==> config.mk <==
export PLATFORM = sky130hd
export DESIGN_NAME = tmds_serial_phy
export DESIGN_NICKNAME = d
export VERILOG_FILES = /design/src/rtl/tmds_serial_phy.sv
export SDC_FILE = /design/constraint.sdc
export NUM_CORES = 1
export LEC_CHECK = 0
export ABC_AREA = 1
export BUFFER_PORTS_ARGS = -buffer_cell sky130_fd_sc_hd__buf_2
export CORE_MARGIN = 3
export CORE_UTILIZATION = 55
export DETAILED_ROUTE_END_ITERATION = 10
export GPL_ROUTABILITY_DRIVEN = 0
export GPL_TIMING_DRIVEN = 1
export PLACE_DENSITY = 0.83
export SYNTH_ARGS = -nofsm -noshare
export SYNTH_HDL_FRONTEND = slang
export SYNTH_SLANG_ARGS = --single-unit
==> constraint.sdc <==
create_clock -name clk -period 1.4 [get_ports clk]
set_input_delay 0.07 -clock clk [delete_from_list [all_inputs] [get_ports clk]]
set_output_delay 0.07 -clock clk [all_outputs]
set_load 0.02 [all_outputs]
==> src/rtl/tmds_serial_phy.sv <==
// TMDS serial output stage: serializes three 10-bit TMDS words LSB-first at
// the bit clock rate and generates the matching clock lane, with optional
// per-lane p/n polarity swap for board routing.
module tmds_serial_phy #(
    parameter bit INV_R   = 1'b0,
    parameter bit INV_G   = 1'b0,
    parameter bit INV_B   = 1'b0,
    parameter bit INV_CLK = 1'b0
) (
    input  logic       clk,
    input  logic       rst_pix,
    input  logic       pll_lock,
    input  logic [9:0] tmds_red,
    input  logic [9:0] tmds_green,
    input  logic [9:0] tmds_blue,
    output logic       pix_ce,
    output logic       locked,
    output logic [2:0] tmds_p,
    output logic [2:0] tmds_n,
    output logic       tmds_clk_p,
    output logic       tmds_clk_n
);

    // Clock lane is high for the first five bits of every word.
    localparam logic [9:0] CLK_PATTERN = 10'b0000011111;
    localparam logic [3:0] CNT_LAST    = 4'd9;

    logic       lock_p0;
    logic       lock_p1;
    logic       irst;
    logic [3:0] cnt;
    logic       load_q;
    logic [9:0] sr_red;
    logic [9:0] sr_green;
    logic [9:0] sr_blue;
    logic [9:0] sr_clk;

    // Two-flop synchronizer for the asynchronous PLL lock indication.
    always_ff @(posedge clk) begin
        if (rst_pix) begin
            lock_p0 <= 1'b0;
            lock_p1 <= 1'b0;
        end else begin
            lock_p0 <= pll_lock;
            lock_p1 <= lock_p0;
        end
    end

    assign locked = lock_p1;

    // Losing lock holds the serializer in reset exactly like rst_pix.
    assign irst = rst_pix | ~lock_p1;

    // Mod-10 bit counter; load_q marks the last bit of each word.
    always_ff @(posedge clk) begin
        if (irst) begin
            cnt    <= 4'd0;
            load_q <= 1'b0;
        end else begin
            cnt    <= (cnt == CNT_LAST) ? 4'd0 : cnt + 4'd1;
            load_q <= (cnt == CNT_LAST);
        end
    end

    assign pix_ce = load_q;

    // Shift registers: parallel load on load_q, otherwise shift out LSB-first.
    always_ff @(posedge clk) begin
        if (irst) begin
            sr_red   <= 10'd0;
            sr_green <= 10'd0;
            sr_blue  <= 10'd0;
            sr_clk   <= 10'd0;
        end else if (load_q) begin
            sr_red   <= tmds_red;
            sr_green <= tmds_green;
            sr_blue  <= tmds_blue;
            sr_clk   <= CLK_PATTERN;
        end else begin
            sr_red   <= {1'b0, sr_red[9:1]};
            sr_green <= {1'b0, sr_green[9:1]};
            sr_blue  <= {1'b0, sr_blue[9:1]};
            sr_clk   <= {1'b0, sr_clk[9:1]};
        end
    end

    // Pins come straight off the register LSBs so the sampled word's bit 0
    // is visible right after the load edge.
    assign tmds_p     = {sr_red[0] ^ INV_R, sr_green[0] ^ INV_G, sr_blue[0] ^ INV_B};
    assign tmds_n     = ~tmds_p;
    assign tmds_clk_p = sr_clk[0] ^ INV_CLK;
    assign tmds_clk_n = ~tmds_clk_p;

endmodule

# ---- Word level (Yosys, flattened, before mapping)
# Index checks and enable logic that the tools add are counted.
dict set report classes {
  n_addsub 1
  n_eq_ne 1
  n_mux 4
  reduce_logical 3
  bitwise 5
}
# cell n
set ops {}
lappend ops {{two-way mux 9 bit} 3}
lappend ops {{OR reduction 2 bit} 3}
lappend ops {{two-way mux 5 bit} 1}
lappend ops {{adder 4 x 1 -> 4 bit, second input constant} 1}
lappend ops {{== test 4 bit, second input constant} 1}
lappend ops {{inverter 1 bit} 3}
lappend ops {{inverter 3 bit} 1}
lappend ops {{bitwise OR 1 bit} 1}
dict set report word_totals {
  reg_bits 46
  output_inout_bits 10
  input_bits 33
  elab_cells 26
}

# ---- Longest topological paths before layout
dict set report logic_depth {
  depth_word 3
  depth_mapped 5
  ltp_nobuf 5
}

# ---- Worst setup path after synthesis
# OpenSTA, ideal clock, no wires.
dict set report synth_path {
  path_type {reg-to-reg}
  startpoint {register load_q (netlist: pix_ce)}
  endpoint {register sr_blue[3]}
  required_ps 1285
  t_arrival_ps 901
  stages_incl_launch_ff 6
  path_buffers 2
  setup_time_ps 115
  period_less_slack_ps 1016
  path_slack_ps 384
  path_cell_list {dfxtp_1 -> buf_6 -> clkinv_4 -> buf_6 -> nand2_1 -> a21oi_2}
}
dict set report synth_between {
  elab_chain_len 1
}
# item line_no
set synth_lines {}
lappend synth_lines {{start, declared} 32} ;# logic load_q;
lappend synth_lines {{start signal, assigned} 61} ;# load_q <= (cnt == CNT_LAST);
lappend synth_lines {{two-way mux 9 bit} 74} ;# end else if (load_q) begin
lappend synth_lines {{end signal, assigned} 77} ;# sr_blue <= tmds_blue;
lappend synth_lines {{end signal, assigned} 82} ;# sr_blue <= {1'b0, sr_blue[9:1]};
lappend synth_lines {{end, declared} 35} ;# logic [9:0] sr_blue;
# No other way between the ends.
# A chain may end at the register's enable or synchronous reset.

# ---- Worst setup path after layout
dict set report layout_path {
  startpoint {register load_q (netlist: pix_ce)}
  endpoint {output pix_ce}
}
# item line_no
set layout_rtl {}
lappend layout_rtl {{end, declared} 16} ;# output logic pix_ce,
# No word-level cell between the ends.

==> run metrics <==
Final Hold Viols 0; Area contributors post-synth dfxtp_1, nand2_1, a21oi_2; vias per inst around 4.9; crit-path leading delay family buffers and inverters; CP cell instances buf_4, buf_2; Synth Cell Area 1610 um2; WL/cell ~13 um; count of max-cap constraint violations 0; CP startpoint pix_ce; share of the synthesized area in the top cell type 0.523; Final nets between 200 and 300; Skew-Pair Late Insertion Delay approximately 0.35 ns; P&R area growth vs syn 34.3%; Seq. cell area 841 um2; CTS tree done; Post-Synthesis Cells between 150 and 200; routed vias roughly 1,400; CP Launch Type flop; depth of the most critical reg-to-reg path 4; reg2reg start pix_ce; Sum Neg Setup Slack 0 ns; slew margin rel. 0.784; Crit path depth 2; CP Capture Type output port; WL met2 about 2.0 mm; die area 3610 um2; syn nets approximately 220; PortBufs 42; first-pass GRT wire length approximately 6.1 mm; share of the clock period used by the worst path 0.883; final setup violation count 0; Cell Rows 18; static leakage just over 0.8 nW; Avg Cell Area, Syn roughly 9 um2; max incr delay on CP between 0.3 and 0.4 ns; Seq/Total Area, Yosys 0.523; P_int around 1.5 mW; Reg clk slew, reported paths between 0.1 and 0.15 ns; Synth Register Bits 42; gr usage total 0.234; Post-CTS Setup Inserts 0; Worst EP required 1.33 ns; post-DP HPWL around 2.0 mm; PnR worst setup slack 0.164 ns; Multi-input gate area 591 um2; Slew @ Worst Pin roughly 0.32 ns; largest net degree at the start of global routing 28; H-tree depth 2; top cells by count, synth nand2_1, dfxtp_1, a21oi_2, nor2_1, inv_1; CTS root buf clkbuf_4; Power Dens Cells around 900 nW/um2; NetSw just over 0.4 mW; Flop pwr share 0.615; count leader, synth nand2_1; M1 WL roughly 1.5 mm; Slew Limit Fails 0; DR WL met3 between 150 and 200 um; top routing layer used met4; Gate power share 0.074; layout cell share with drive strength beyond 1 0.337; Die W 60.1 um; DP Worst Slack between 0.3 and 0.4 ns; vias in the first global route ~1,500; RSZ-0062 raised after global routing false; Resized Gates After CTS 0; Slowest-stage cell, CP dfxtp_1; initial drt markers 79; Max Fclk around 810 MHz; total grt overflow 0; Initial Utilization 0.611; Die Ht between 60 and 70 um; Final Util 0.820; Hold-fix buffers, CTS 33; antenna diode count 0; Ports 43; DRC viols 0; ys async rst share 0; EDFF count, synth 0; Setup crit end pix_ce; Fill cells 154; Yosys cell types 16; CTS Buf Count 5; crit-path max FO 22; DR pass1 iterations 4; maximum vdd ir drop a little over 0.9 mV; WP buf/inv 2; Yosys top cell by area dfxtp_1; core area 2640 um2; status finished clean; Crit Path Category flop to output port; Period minus WS final 1.24 ns; TritonCTS Sinks between 40 and 50; Hold Path Class flop to flop; Worst Skew approximately 0.0085 ns; prevailing post-synth register cell dfxtp_1; antenna violation net count after detailed routing 0; r2r setup slk between 0.3 and 0.4 ns; yosys warns 0; clock share of power 0.311; Switching Share 0.212; CTS max path bufs 2; Arr. time, crit path around 1.2 ns; final WL ~3.7 mm; Critical R2R Capture sr_red[8]; initial antenna violation count 0
## how the worst min path moves through the flow
stage,startpoint,to,depth (start not counted)
floorplan,rst_pix,lock_p0,1
finish,lock_p0,locked,2
global placement,pll_lock,lock_p0,3
global route,lock_p0,locked,2
CTS,lock_p0,locked,2
detailed placement,pll_lock,lock_p0,3
## state kept, by name (all words and copies together), names as in the netlist
name and flops:
cnt 4, lock_p0 1, locked 1, pix_ce 1, sr_blue 10, sr_clk 5
sr_green 10, sr_red 10
## cell type report
cell class | instances | area share
clock buffers | 7 | 0.0255
clock inverters | 1 | 0.00232
inverters | 15 | 0.0284
multi-input cells | 111 | 0.273
flip-flops and latches | 42 | 0.389
well taps | 30 | 0.0174
repair buffers | 79 | 0.264
## metal layers
metal | vias up | global-route usage
met2 | 40 | 0.420
met4 | 0 | 0.120
li1 | 700 | -
met3 | 14 | 0.0799
met1 | 650 | 0.237
met5 | - | 0
## power groups by stage
stage	Clock (mW)	Sequential, mW	Combinational, mW
CTS	0.613	1.20	0.140
global placement	0	1.23	0.0672
detailed placement	0	1.23	0.0689
global route	0.669	1.20	0.157
floorplan	0	1.23	0.0213
finish	0.607	1.20	0.145
## metrics by stage
step / std cells / instance area, um2 / hold slack, ns / power, mW
2_1_floorplan: 180 / 1610 / 0.141 / 1.25
3_3_place_gp: 244 / 1770 / 0.276 / 1.29
3_5_place_dp: 244 / 1770 / 0.293 / 1.30
4_1_cts: 285 / 2160 / 0.422 / 1.95
5_1_grt: 285 / 2160 / 0.450 / 2.03
6_report: 285 / 2160 / 0.428 / 1.95
## layout by cell type (no fill, tap or decap), types with 2 or more instances in the layout
cell type	netlist	routed
inv_1	13	13
dlygate4sd3_1	0	33
buf_2	0	42
ha_1	2	2
clkbuf_4	0	5
nor2_1	14	14
a21oi_1	2	2
nand2_1	59	59
nor2_2	5	5
dfxtp_1	42	42
buf_4	5	4
a21oi_2	25	25
## cells by family after synthesis
kind of cell | after synthesis | synth area share
AO/OA/AOI/OAI | 27 | 0.142
adder cells (fa/ha/maj) | 2 | 0.0155
buffers and inverters | 27 | 0.110
AND/OR/NAND/NOR | 81 | 0.204
XOR/XNOR | 1 | 0.00544
flip-flops | 42 | 0.523
## worst reg2reg max path: cells and delay by family (launching register included)
family | cells | cell delay [ns]
buf+inv | 2 | 0.36
flops | 1 | 0.35
simple gates | 1 | 0.16
compound gates | 1 | 0.06
No activity file was read; power rests on OpenSTA's default activity.
